[config.mk]
export PLATFORM = sky130hd
export DESIGN_NAME = regfile_wb_arb
export DESIGN_NICKNAME = d
export VERILOG_FILES = /design/src/rtl/regfile_wb_arb.sv
export SDC_FILE = /design/constraint.sdc
export NUM_CORES = 1
export LEC_CHECK = 0
export CAP_MARGIN = 20
export CORE_MARGIN = 2
export CORE_UTILIZATION = 40
export CTS_CLUSTER_DIAMETER = 30
export DETAILED_ROUTE_END_ITERATION = 10
export PLACE_DENSITY = 0.88
export SKIP_LAST_GASP = 1
export SLEW_MARGIN = 10
export SYNTH_ARGS = -nofsm -noshare
export SYNTH_HDL_FRONTEND = slang
export SYNTH_SLANG_ARGS = --single-unit
[constraint.sdc]
create_clock -name clk -period 7.05 [get_ports clk]
set_clock_uncertainty 0.1 [all_clocks]
set_input_delay 1.41 -clock clk [delete_from_list [all_inputs] [get_ports clk]]
set_output_delay 1.41 -clock clk [all_outputs]
set_load 0.01 [all_outputs]
[src/rtl/regfile_wb_arb.sv]
// Write-back arbiter: round-robin selection among ALU, load and mul/div results
// into a single registered register-file write port, with pending-write tracking.
module regfile_wb_arb (
    input  logic        clk,
    input  logic        rst,
    input  logic        hold,
    input  logic [2:0]  req_valid,
    input  logic [4:0]  req_addr0,
    input  logic [4:0]  req_addr1,
    input  logic [4:0]  req_addr2,
    input  logic [31:0] req_data0,
    input  logic [31:0] req_data1,
    input  logic [31:0] req_data2,
    output logic [2:0]  req_ready,
    output logic        rf_ena,
    output logic        rf_we,
    output logic [4:0]  rf_waddr,
    output logic [31:0] rf_wdata,
    output logic [31:0] pend_mask,
    output logic [15:0] wb_count
);

    logic [1:0]  last_r;
    logic        rf_ena_r;
    logic        rf_we_r;
    logic [4:0]  rf_waddr_r;
    logic [31:0] rf_wdata_r;
    logic [15:0] wb_count_r;

    logic [1:0]  c1_s;
    logic [1:0]  c2_s;
    logic [2:0]  grant_s;
    logic [1:0]  gidx_s;
    logic        xfer_s;
    logic [4:0]  sel_addr_s;
    logic [31:0] sel_data_s;
    logic [31:0] pend_s;

    function automatic logic [1:0] inc3(input logic [1:0] v);
        case (v)
            2'd0:    inc3 = 2'd1;
            2'd1:    inc3 = 2'd2;
            default: inc3 = 2'd0;
        endcase
    endfunction

    function automatic logic [31:0] dec5(input logic [4:0] a);
        dec5 = 32'd1 << a;
    endfunction

    // Round-robin grant: search last+1, last+2, then last itself.
    always_comb begin
        c1_s    = inc3(last_r);
        c2_s    = inc3(c1_s);
        grant_s = 3'b000;
        gidx_s  = last_r;
        if (rst || hold) begin
            grant_s = 3'b000;
        end else if (req_valid[c1_s]) begin
            grant_s = 3'b001 << c1_s;
            gidx_s  = c1_s;
        end else if (req_valid[c2_s]) begin
            grant_s = 3'b001 << c2_s;
            gidx_s  = c2_s;
        end else if (req_valid[last_r]) begin
            grant_s = 3'b001 << last_r;
            gidx_s  = last_r;
        end else begin
            grant_s = 3'b000;
        end
    end

    assign xfer_s = |grant_s;

    // Select the winning source's address and data.
    always_comb begin
        case (gidx_s)
            2'd0: begin
                sel_addr_s = req_addr0;
                sel_data_s = req_data0;
            end
            2'd1: begin
                sel_addr_s = req_addr1;
                sel_data_s = req_data1;
            end
            default: begin
                sel_addr_s = req_addr2;
                sel_data_s = req_data2;
            end
        endcase
    end

    // Registers requested plus in-flight destinations; r0 is never pending.
    always_comb begin
        pend_s = (req_valid[0] ? dec5(req_addr0)  : 32'd0)
               | (req_valid[1] ? dec5(req_addr1)  : 32'd0)
               | (req_valid[2] ? dec5(req_addr2)  : 32'd0)
               | (rf_we_r      ? dec5(rf_waddr_r) : 32'd0);
        pend_s[0] = 1'b0;
    end

    // Output stage, grant pointer and commit counter; writes to r0 are consumed silently.
    always_ff @(posedge clk or posedge rst) begin
        if (rst) begin
            last_r     <= 2'd2;
            rf_ena_r   <= 1'b0;
            rf_we_r    <= 1'b0;
            rf_waddr_r <= 5'd0;
            rf_wdata_r <= 32'd0;
            wb_count_r <= 16'd0;
        end else begin
            rf_ena_r <= 1'b1;
            if (xfer_s) begin
                last_r     <= gidx_s;
                rf_we_r    <= (sel_addr_s != 5'd0);
                rf_waddr_r <= sel_addr_s;
                rf_wdata_r <= sel_data_s;
                if (sel_addr_s != 5'd0) begin
                    wb_count_r <= wb_count_r + 16'd1;
                end
            end else begin
                rf_we_r <= 1'b0;
            end
        end
    end

    assign req_ready = grant_s;
    assign rf_ena    = rf_ena_r;
    assign rf_we     = rf_we_r;
    assign rf_waddr  = rf_waddr_r;
    assign rf_wdata  = rf_wdata_r;
    assign pend_mask = pend_s;
    assign wb_count  = wb_count_r;

endmodule
=== Yosys cells after proc, flatten, opt, wreduce, memory -nomap -nowiden ===
Index checks and enable logic that the tools add are counted.

* Bits of input ports: 117
* Output and inout bits: 90
* Word-level logic and storage cells: 52
* Flip-flop bits (word level): 57

* Bitwise gates (word level): 3
* Multiplexer cells: 22
* Shift operators: 7
* Eq/ne operators: 3
* Add/subtract/negate cells: 1
* Reduce and logical (&&, ||, !) cells: 7
* Magnitude comparators: 3

{| class="wikitable"
|+ Operator list
! cell !! count
|-
| $mux 32 || 4
|-
| $shl 1x5->32 const A || 4
|-
| $or 32x32->32 || 3
|-
| $pmux 32 s2 || 1
|-
| $add 16x1->16 const B || 1
|-
| $mux 3 || 4
|-
| $pmux 5 s2 || 1
|-
| $lt 2x3->1 const B || 3
|-
| $shl 1x2->3 const A || 3
|-
| $pmux 2 s2 || 2
|-
| $bmux 1 s2 || 3
|-
| $eq 2x1->1 const B || 3
|-
| $logic_not 2->1 || 3
|-
| $mux 2 || 3
|-
| $reduce_bool 5->1 || 1
|-
| $mux 1 || 4
|-
| $reduce_or 3->1 || 1
|-
| $reduce_and 2->1 || 1
|-
| $logic_or 1x1->1 || 1
|}

=== Logic depth before layout (Yosys ltp) ===
Gate-level depths: netlist (run 1).

* Word-level depth: 13
* Gate-level depth with buffers: 9
* Depth with buffers taken out: 7

=== Worst setup path after synthesis (run 1) ===
No wires, ideal clock.

* Path kind: input to output
* From: input port req_valid[2]
* To: output port pend_mask[5]
* Arrival time: 2.493 ns
* Setup slack: 3.047 ns
* Required time: 5.540 ns
* Stages: 5
* Cell sequence: clkbuf_1 or3b_2 clkbuf_1 o22ai_1 a221o_1

* Word-level cells in the longest chain between the ends: 3

{| class="wikitable"
|+ Ends and longest elaborated chain
! item !! RTL line !! text
|-
| start, declared || 7 || <nowiki>input logic [2:0] req_valid,</nowiki>
|-
| $mux 32 || 97 || <nowiki>| (req_valid[2] ? dec5(req_addr2) : 32'd0)</nowiki>
|-
| $or 32x32->32 || 97 ||
|-
| $or 32x32->32 || 98 || <nowiki>| (rf_we_r ? dec5(rf_waddr_r) : 32'd0);</nowiki>
|-
| end, declared || 19 || <nowiki>output logic [31:0] pend_mask,</nowiki>
|}

Every way passes these cells.

=== Final worst setup path (run 1) ===
* From: input port req_valid[0]
* To: output port pend_mask[4]

* Word-level cells in the longest chain between the ends: 4

{| class="wikitable"
|+ Ends and longest elaborated chain
! item !! RTL line !! text
|-
| $mux 32 || 95 || <nowiki>pend_s = (req_valid[0] ? dec5(req_addr0) : 32'd0)</nowiki>
|-
| $or 32x32->32 || 96 || <nowiki>| (req_valid[1] ? dec5(req_addr1) : 32'd0)</nowiki>
|-
| $or 32x32->32 || 97 ||
|-
| $or 32x32->32 || 98 ||
|}

Every way passes these cells.

==> impl_metrics.sql, run 1 <==
INSERT INTO impl_metrics (metric_group, metric, value, unit) VALUES
('synth', 'post_synth_instance_area', '4180', 'µm²'),
('timing', 'hold_viol', '0', ''),
('clock_tree', 'clkSinkCount', '57', ''),
('timing', 'slew_headroom', '0.323', ''),
('setup_path', 'critPathRequiredTime', '5540', 'ps'),
('setup_path', 'cp-end-kind', 'output pin', ''),
('clock_tree', 'cts_post_setup_buffers_inserted', '0', ''),
('timing', 'post_route_setup_tns', '0', 'ps'),
('timing', 'maxClockFrequency', '186', 'MHz'),
('clock_tree', 'htreeDepth', '3', ''),
('synth', 'synthesized_flop_and_latch_total', '57', ''),
('placement', 'buffer_ports.inserted', '205', ''),
('pwr', 'cellPowerDensity', '245', 'nW/µm²'),
('setup_path', 'critical_path.startpoint_type', 'primary input', ''),
('setup_path', 'worstPathMaxFanout', '11', ''),
('synth', 'syn_inst', '514', ''),
('synth', 'yosys-top-cells-count', 'nand2_1, dfrtp_1, nor2_1', ''),
('cells_and_area', 'nNetsFinal', '805', ''),
('synth', 'synthesis.area_per_instance', '8.12', 'µm²'),
('timing', 'period_minus_ws_final', '5380', 'ps'),
('global_route', 'global_route_wire_length_before_repair', '24300', 'µm'),
('setup_path', 'critPathSlowestCell', 'nor3b_1', ''),
('timing', 'timing_max_transition_violations_final', '0', ''),
('clock_tree', 'cts_made_buffers', '9', ''),
('route', 'drc', '0', ''),
('synth', 'synth_area_leaders', 'dfrtp_1, a311oi_1, a21o_1, nand3_1, nand2_1', ''),
('route', 'route.layer.met1.wl', '5950', 'µm'),
('die', 'die-width', '106', 'µm'),
('timing', 'unrepaired_setup_endpoints_after_global_routing', 'no', ''),
('hold_path', 'hold_class', 'flip-flop to flip-flop', ''),
('synth', 'synth_edf_count', '0', ''),
('timing', 'post-route-period-util', '0.762', ''),
('synth', 'synth_top_area_share', '0.336', ''),
('setup_path', 'crit_chain', 'clkdlybuf4s50_1 -> nor3b_1 -> a22oi_1 -> o221ai_1 -> clkdlybuf4s50_1', ''),
('setup_path', 'worst_path_largest_cell_delay', '870', 'ps'),
('global_route', 'via_count_of_the_first_global_routing_pass', '4798', ''),
('clock_tree', 'cts.path.max_buffers', '2', ''),
('route', 'wire_length_on_met2', '7390', 'µm'),
('synth', 'synthesis.yosys.warnings', '0', ''),
('route', 'routed_wirelength', '15500', 'µm'),
('global_route', 'global_route.overflow_total', '0', ''),
('clock_tree', 'clkTransAtPathRegs', '60', 'ps'),
('global_route', 'grt_max_degree', '76', ''),
('pwr', 'irDropWorstVdd', '0.125', 'mV'),
('synth', 'net_count_after_synthesis', '632', ''),
('route', 'vias_per_cell', '5.99', ''),
('die', 'ioPinCount', '207', ''),
('setup_path', 'cp.arrival', '3870', 'ps'),
('clock_tree', 'postCtsResizedCells', '0', ''),
('die', 'core.rowCount', '37', ''),
('route', 'maxUsedRoutingLayer', 'met4', ''),
('route', 'route.detailed.wl_per_inst', '18.7', 'µm'),
('synth', 'postSynth.asyncResetShare', '1.00', ''),
('synth', 'yosysUniqueCellTypes', '51', ''),
('run_status', 'run_status', 'complete, no violations', ''),
('clock_tree', 'tritoncts_clock_tree', 'yes', ''),
('timing', 'timing.final.setup_violations', '0', ''),
('global_route', 'grt_antenna_before_repair', '0', ''),
('cells_and_area', 'antenna-diode-count', '0', ''),
('setup_path', 'r2r_slack', '4110', 'ps'),
('cells_and_area', 'areaGrowthSynthToFinish', '55.9', '%'),
('synth', 'ys.flop_type', 'dfrtp_1', ''),
('flow_run', 'timing.max_cap.violations', '0', ''),
('timing', 'worst-slew-pin-transition', '1010', 'ps'),
('route', 'iteration_0_drc_count_of_the_detailed_router', '411', ''),
('route', 'route.vias.total', '4957', ''),
('global_route', 'grtUsageTotal', '0.270', ''),
('placement', 'hpwl', '11300', 'µm'),
('synth', 'synth_seq_area_share', '0.342', ''),
('route', 'final_antenna_net_count', '0', ''),
('die', 'floorplan.initialDensity', '0.408', '');
-- sequential cells by signal, indices dropped and copies added (netlist names) --
name,count
rf_we,1
wb_count,16
rf_ena,1
rf_wdata,32
rf_waddr,5
last_r,2
-- cell usage in the layout (no fill, tap or decap), types with 3 or more instances in the layout --
| cell type | netlist | final |
|---|---|---|
| and3_1 | 8 | 8 |
| nor2b_1 | 3 | 3 |
| o221ai_1 | 16 | 16 |
| o211ai_1 | 4 | 4 |
| xor2_1 | 15 | 15 |
| dfrtp_1 | 56 | 56 |
| a22oi_1 | 10 | 10 |
| and3b_1 | 6 | 6 |
| nor3b_1 | 9 | 9 |
| nand4_1 | 4 | 4 |
| o22ai_1 | 12 | 12 |
| nand3_1 | 46 | 46 |
| clkbuf_8 | 0 | 11 |
| a311oi_1 | 36 | 36 |
| nor2_1 | 56 | 56 |
| nand3b_1 | 13 | 13 |
| a21o_1 | 37 | 37 |
| or3b_2 | 6 | 6 |
| a221o_1 | 11 | 11 |
| nand2_1 | 59 | 59 |
| buf_4 | 2 | 5 |
| clkdlybuf4s50_1 | 0 | 205 |
| nor3_1 | 16 | 16 |
| a21oi_1 | 9 | 9 |
| inv_1 | 6 | 5 |
-- routing by layer --
metal	GRT usage	vias up
met2	0.450	306
met5	0	-
li1	-	2274
met4	0.117	0
met3	0.0779	33
met1	0.324	2344
-- final timing paths --
check                                  start           end  depth (start not counted)
worst max-delay path            req_valid[0]  pend_mask[4]                          5
worst min-delay path            rf_wdata[25]  rf_wdata[25]                          1
worst max register to register     last_r[0]   wb_count[1]                          8
worst min register to register  rf_wdata[25]  rf_wdata[25]                          1
max in group asynchronous                rst   rf_wdata[1]                          3
min in group asynchronous                rst     last_r[0]                          3
-- logic make-up after synthesis --
logic type | after synthesis | synth area share
AOI/OAI and AO/OA | 147 | 0.283
xor gates and xnor gates | 15 | 0.0315
adders and majority gates | 1 | 0.00300
buffers and inverters | 56 | 0.0542
DFF | 57 | 0.342
muxes | 2 | 0.00599
other | 2 | 0.00180
and+or+nand+nor | 234 | 0.278
-- worst max-delay path: cells and delay by family --
family | cells | cell delay, ps
buf+inv | 2 | 1290
compound gates | 2 | 290
simple gates | 1 | 870
-- report_power, final --
group          leakage, µW  switching (µW)  internal, µW  total [µW]
combinational      0.00191             361           372         733
clock             0.000115             126           217         343
sequential        0.000708            97.2           422         519
total              0.00273             585          1010        1600
-- layout make-up --
| type | instances | area [µm²] |
|---|---|---|
| Clock buffer | 11 | 151 |
| Clock inverter | 5 | 77.6 |
| Fill cell | 828 | 3720 |
| Inverter | 7 | 26.3 |
| Multi-Input combinational cell | 401 | 2550 |
| Sequential cell | 57 | 1430 |
| Tap cell | 136 | 170 |
| Timing Repair Buffer | 211 | 2100 |
-- stage by stage --
| step | std cells | cell area [µm²] | total power (µW) | setup slack, ps | hold WS [ps] |
|---|---|---|---|---|---|
| after floorplan | 514 | 4180 | 875 | 3050 | 404 |
| after global placement | 811 | 6260 | 1240 | 1820 | 357 |
| after detailed placement | 811 | 6260 | 1250 | 1780 | 365 |
| after global routing | 828 | 6510 | 1690 | 1570 | 391 |
| final | 828 | 6510 | 1600 | 1670 | 375 |
| after CTS | 827 | 6490 | 1600 | 1770 | 379 |
(Power assumes the default switching activity.)
==> inputs of run 2 (changes only) <==
- CORE_UTILIZATION: 40 -> 37
- PLACE_DENSITY: 0.88 -> 0.86
- clock period: 7.05 -> 4.8 ns (I/O delays scaled with it)
==> impl_metrics.sql, run 2 (same netlist as run 1, synthesis figures left out) <==
INSERT INTO impl_metrics (metric_group, metric, value, unit) VALUES
('run_status', 'run_status', 'complete, no violations', ''),
('cells_and_area', 'areaGrowthSynthToFinish', '59.6', '%'),
('setup_path', 'cp.arrival', '3130', 'ps'),
('timing', 'unrepaired_setup_endpoints_after_global_routing', 'no', ''),
('cells_and_area', 'layout_commonest_cell', 'clkdlybuf4s50_1', ''),
('route', 'route.vias.total', '5066', ''),
('cells_and_area', 'nNetsFinal', '811', ''),
('die', 'die_h', '110', 'µm'),
('pwr', 'irDropWorstVdd', '0.289', 'mV'),
('route', 'iteration_0_drc_count_of_the_detailed_router', '390', ''),
('die', 'design.die.area', '12200', 'µm²'),
('route', 'routed_wirelength', '16900', 'µm'),
('clock_tree', 'htreeDepth', '3', ''),
('die', 'floorplan.initialDensity', '0.382', ''),
('timing', 'post-route-period-util', '0.873', ''),
('clock_tree', 'worst_skew_pair.late_latency', '320', 'ps'),
('route', 'route.detailed.wl_per_inst', '20.1', 'µm'),
('route', 'drc', '0', ''),
('setup_path', 'timing_worst_setup_path_type', 'primary input to output pin', ''),
('global_route', 'grt_antenna_before_repair', '0', ''),
('cells_and_area', 'filler_cell_count', '932', ''),
('timing', 'slew_headroom', '0.501', ''),
('timing', 'worst-slew-pin-transition', '747', 'ps'),
('pwr', 'static-leakage-power', '0.00281', 'µW'),
('cells_and_area', 'layout_common_cells', 'clkdlybuf4s50_1, nand2_1, nor2_1, dfrtp_1, nand3_1', ''),
('timing', 'minimum_hold_slack', '372', 'ps'),
('pwr', 'cellPowerDensity', '386', 'nW/µm²'),
('global_route', 'grtUsageTotal', '0.271', ''),
('clock_tree', 'postCtsResizedCells', '0', ''),
('clock_tree', 'clkTransAtPathRegs', '50', 'ps'),
('setup_path', 'critical_path.startpoint_type', 'primary input', ''),
('die', 'core.rowCount', '38', ''),
('cells_and_area', 'fin_cells', '838', ''),
('clock_tree', 'cts_root_buf', 'clkbuf_16', ''),
('timing', 'hold_viol', '0', ''),
('placement', 'hpwl', '12300', 'µm'),
('route', 'final_antenna_net_count', '0', ''),
('cells_and_area', 'layout.cell_area.non_filler', '6660', 'µm²'),
('clock_tree', 'cts_post_setup_buffers_inserted', '0', ''),
('setup_path', 'worstPathMaxFanout', '10', ''),
('route', 'vias_per_cell', '6.05', ''),
('placement', 'gp_congestion', '0.938', ''),
('flow_run', 'timing.max_cap.violations', '0', ''),
('clock_tree', 'cts.path.max_buffers', '2', ''),
('clock_tree', 'cts_hold_repair.buffers', '0', ''),
('die', 'ioPinCount', '207', ''),
('placement', 'placedCellCount', '822', ''),
('cells_and_area', 'largest_reg_flops', '32', ''),
('placement', 'placed_area', '6330', 'µm²'),
('timing', 'timing.final.setup_violations', '0', ''),
('timing', 'period_minus_ws_final', '4190', 'ps'),
('clock_tree', 'tritoncts_clock_tree', 'yes', ''),
('clock_tree', 'clkSinkCount', '57', ''),
('clock_tree', 'cts_made_buffers', '9', ''),
('route', 'drt_pass1_iterations', '7', ''),
('timing', 'post_route_setup_tns', '0', 'ps'),
('placement', 'buffer_ports.inserted', '205', ''),
('setup_path', 'cp-end-kind', 'output pin', ''),
('global_route', 'via_count_of_the_first_global_routing_pass', '4796', ''),
('die', 'placeableCoreArea', '10900', 'µm²'),
('setup_path', 'critPathRequiredTime', '3740', 'ps'),
('cells_and_area', 'final_layout_size_suffix_gt1_frac', '0.0630', ''),
('hold_path', 'hold_class', 'flip-flop to flip-flop', ''),
('die', 'die-width', '110', 'µm'),
('cells_and_area', 'antenna-diode-count', '0', ''),
('global_route', 'grt_max_degree', '75', ''),
('global_route', 'global_route_wire_length_before_repair', '25200', 'µm'),
('timing', 'maxClockFrequency', '239', 'MHz'),
('global_route', 'global_route.overflow_total', '0', ''),
('timing', 'timing_max_transition_violations_final', '0', '');
==> run 2: metal layers <==
layer	vias to the layer above	share of wire	GRT usage
li1	2294	-	-
met1	2413	0.38	0.325
met2	307	0.49	0.476
met3	52	0.093	0.0535
met4	0	0.033	0.111
met5	-	0	0
==> run 2: power by group <==
group | switching, µW | leakage [µW] | total, µW | internal (µW)
Sequential | 145 | 0.000708 | 766 | 620
Clock | 216 | 0.000162 | 696 | 480
Combinational | 554 | 0.00194 | 1110 | 555
==> run 2: cell type report <==
type                       instances  area [µm²]  area share
sequential                        57        1430       0.214
inverter                           7        26.3     0.00394
multi-input combinational        401        2550       0.383
tap                              140         175      0.0263
clock inverter                     5        77.6      0.0116
clock buffer                      11         253      0.0379
timing repair buffer             217        2150       0.323
==> run 2: worst paths after layout <==
kind	startpoint	depth (start not counted)	endpoint	slack [ps]
max	req_valid[1]	5	pend_mask[14]	610
min	rf_wdata[15]	1	rf_wdata[15]	370
max reg2reg	last_r[0]	8	wb_count[6]	2090
min reg2reg	rf_wdata[15]	1	rf_wdata[15]	370
max in group asynchronous	rst	3	rf_wdata[22]	2780
min in group asynchronous	rst	2	rf_wdata[11]	990
==> run 2: metrics by stage <==
stage                     setup WS [ps]  total power (µW)  utilization
after global routing                496              2700        0.609
after floorplan                    1700              1280            -
after detailed placement            648              1870        0.579
after CTS                           652              2580        0.609
final                               611              2570        0.609
after global placement              673              1840        0.579
==> run 2: worst max-delay path: stages <==
cell and delay [ps]:
clkdlybuf4s50_1 720, nand3b_1 430, o22ai_1 290, a221o_1 180
clkdlybuf4s50_1 540
==> inputs of run 3 (changes only) <==
- CORE_MARGIN: 2 -> not set
==> impl_metrics.sql, run 3 (same netlist as run 1, synthesis figures left out) <==
INSERT INTO impl_metrics (metric_group, metric, value, unit) VALUES
('run_status', 'run_status', 'complete, no violations', ''),
('pwr', 'irDropWorstVdd', '0.196', 'mV'),
('cells_and_area', 'antenna-diode-count', '0', ''),
('die', 'die_h', '108', 'µm'),
('clock_tree', 'postCtsResizedCells', '0', ''),
('cells_and_area', 'filler_cell_count', '940', ''),
('setup_path', 'rr_endpoint', 'wb_count[1]', ''),
('setup_path', 'timing_worst_setup_path_type', 'primary input to output pin', ''),
('clock_tree', 'tritoncts_clock_tree', 'yes', ''),
('timing', 'post_route_setup_tns', '0', 'ps'),
('placement', 'gp_congestion', '0.975', ''),
('cells_and_area', 'finish.utilization', '0.607', ''),
('timing', 'period_minus_ws_final', '4150', 'ps'),
('route', 'iteration_0_drc_count_of_the_detailed_router', '341', ''),
('flow_run', 'timing.max_cap.violations', '0', ''),
('clock_tree', 'cts_post_setup_buffers_inserted', '0', ''),
('route', 'route.detailed.wl_per_inst', '19.5', 'µm'),
('timing', 'maxClockFrequency', '241', 'MHz'),
('route', 'drt_pass1_iterations', '5', ''),
('timing', 'timing.final.setup_violations', '0', ''),
('setup_path', 'r2r_slack', '1800', 'ps'),
('global_route', 'global_route_wire_length_before_repair', '25000', 'µm'),
('clock_tree', 'worst_skew_pair.late_latency', '320', 'ps'),
('placement', 'placedCellCount', '821', ''),
('hold_path', 'hold_class', 'flip-flop to flip-flop', ''),
('route', 'routed_wirelength', '16300', 'µm'),
('timing', 'post-route-period-util', '0.865', ''),
('global_route', 'global_route.overflow_total', '0', ''),
('cells_and_area', 'multi_input_area', '2550', 'µm²'),
('setup_path', 'cp-end-kind', 'output pin', ''),
('setup_path', 'worstReg2RegStart', 'last_r[1]', ''),
('clock_tree', 'cts_made_buffers', '9', ''),
('timing', 'timing_max_transition_violations_final', '0', ''),
('clock_tree', 'cts.path.max_buffers', '2', ''),
('clock_tree', 'htreeDepth', '3', ''),
('setup_path', 'critPathRequiredTime', '3740', 'ps'),
('cells_and_area', 'layout_commonest_cell', 'clkdlybuf4s50_1', ''),
('timing', 'hold_viol', '0', ''),
('route', 'vias_per_cell', '5.94', ''),
('timing', 'worst-slew-pin-transition', '771', 'ps'),
('cells_and_area', 'seq_area', '1430', 'µm²'),
('pwr', 'static-leakage-power', '0.00280', 'µW'),
('die', 'core.rowCount', '38', ''),
('clock_tree', 'cts_hold_repair.buffers', '0', ''),
('clock_tree', 'clkTransAtPathRegs', '50', 'ps'),
('setup_path', 'worst_path_largest_cell_delay', '720', 'ps'),
('hold_path', 'hold_depth', '1', ''),
('timing', 'unrepaired_setup_endpoints_after_global_routing', 'no', ''),
('hold_path', 'worst_hold_path.endpoint', 'rf_wdata[30]', ''),
('placement', 'buffer_ports.inserted', '205', ''),
('cells_and_area', 'fin_cells', '837', ''),
('cells_and_area', 'largest_reg_flops', '32', ''),
('pwr', 'cellPowerDensity', '380', 'nW/µm²'),
('global_route', 'grt_max_degree', '75', ''),
('placement', 'hpwl', '12000', 'µm'),
('die', 'die-width', '108', 'µm'),
('die', 'placeableCoreArea', '10900', 'µm²'),
('cells_and_area', 'nNetsFinal', '810', ''),
('setup_path', 'critical_path.startpoint_type', 'primary input', ''),
('setup_path', 'worstRegToRegCells', '6', ''),
('clock_tree', 'clkSinkCount', '57', ''),
('route', 'route.vias.total', '4971', ''),
('hold_path', 'hold_path.startpoint', 'rf_wdata[30]', ''),
('global_route', 'grtUsageTotal', '0.277', ''),
('setup_path', 'critPathSlowestCell', 'clkdlybuf4s50_1', ''),
('global_route', 'via_count_of_the_first_global_routing_pass', '4812', ''),
('route', 'final_antenna_net_count', '0', ''),
('setup_path', 'cp.arrival', '3090', 'ps'),
('route', 'drc', '0', ''),
('clock_tree', 'cts_root_buf', 'clkbuf_16', ''),
('timing', 'slew_headroom', '0.486', ''),
('cells_and_area', 'final_layout_size_suffix_gt1_frac', '0.0603', ''),
('setup_path', 'crit_chain', 'clkdlybuf4s50_1 -> or3b_2 -> inv_1 -> a22oi_1 -> o221ai_1 -> clkdlybuf4s50_1', ''),
('setup_path', 'critical_path.most_common_cell', 'clkdlybuf4s50_1', ''),
('die', 'design.die.area', '11700', 'µm²'),
('setup_path', 'worstPathMaxFanout', '10', ''),
('cells_and_area', 'layout_common_cells', 'clkdlybuf4s50_1, nand2_1, nor2_1, dfrtp_1, nand3_1', ''),
('cells_and_area', 'areaGrowthSynthToFinish', '58.9', '%'),
('die', 'floorplan.initialDensity', '0.382', ''),
('global_route', 'grt_antenna_before_repair', '0', ''),
('die', 'ioPinCount', '207', '');
==> run 3: metrics by stage <==
stage	hold slack [ps]	total power [µW]	area (µm²)	worst slack (ps)
after global placement	358	1820	6310	718
after CTS	372	2530	6630	690
after floorplan	404	1280	4180	1700
final	372	2520	6630	650
after detailed placement	360	1850	6310	697
after global routing	386	2650	6630	576
==> run 3: worst max-delay path: cells and delay by family <==
| kind | cells | cell delay, ps |
|---|---|---|
| buffers and inverters | 3 | 1400 |
| AND/OR/NAND/NOR | 1 | 520 |
| AO/OA/AOI/OAI | 2 | 210 |
==> run 3: worst max-delay path by stage <==
stage | start | to | slack [ps] | depth (start not counted)
6_report | req_addr1[0] | pend_mask[25] | 650 | 6
4_1_cts | req_addr1[0] | pend_mask[25] | 690 | 6
3_3_place_gp | req_valid[1] | pend_mask[10] | 720 | 4
3_5_place_dp | req_addr1[0] | pend_mask[25] | 700 | 6
5_1_grt | req_valid[1] | pend_mask[8] | 580 | 6
2_1_floorplan | req_valid[2] | pend_mask[5] | 1700 | 5
==> run 3: per-layer routing <==
layer	vias up	GRT usage	wire length, µm
met3	29	0.0536	1500
met4	0	0.123	388
met1	2352	0.337	6290
li1	2286	-	-
met2	304	0.472	8120
met5	-	0	0
==> run 3: final cells by class <==
type / instances / share of cell area
Clock inverter: 2 / 0.00528
Tap cell: 140 / 0.0264
Timing Repair Buffer: 216 / 0.322
Sequential cell: 57 / 0.215
Clock buffer: 14 / 0.0428
Inverter: 7 / 0.00396
Multi-Input combinational cell: 401 / 0.384
==> run 3: where the power goes <==
| part | total [µW] | internal [µW] | switching (µW) |
|---|---|---|---|
| Combinational | 1090 | 545 | 548 |
| Sequential | 765 | 621 | 144 |
| Clock | 665 | 457 | 208 |
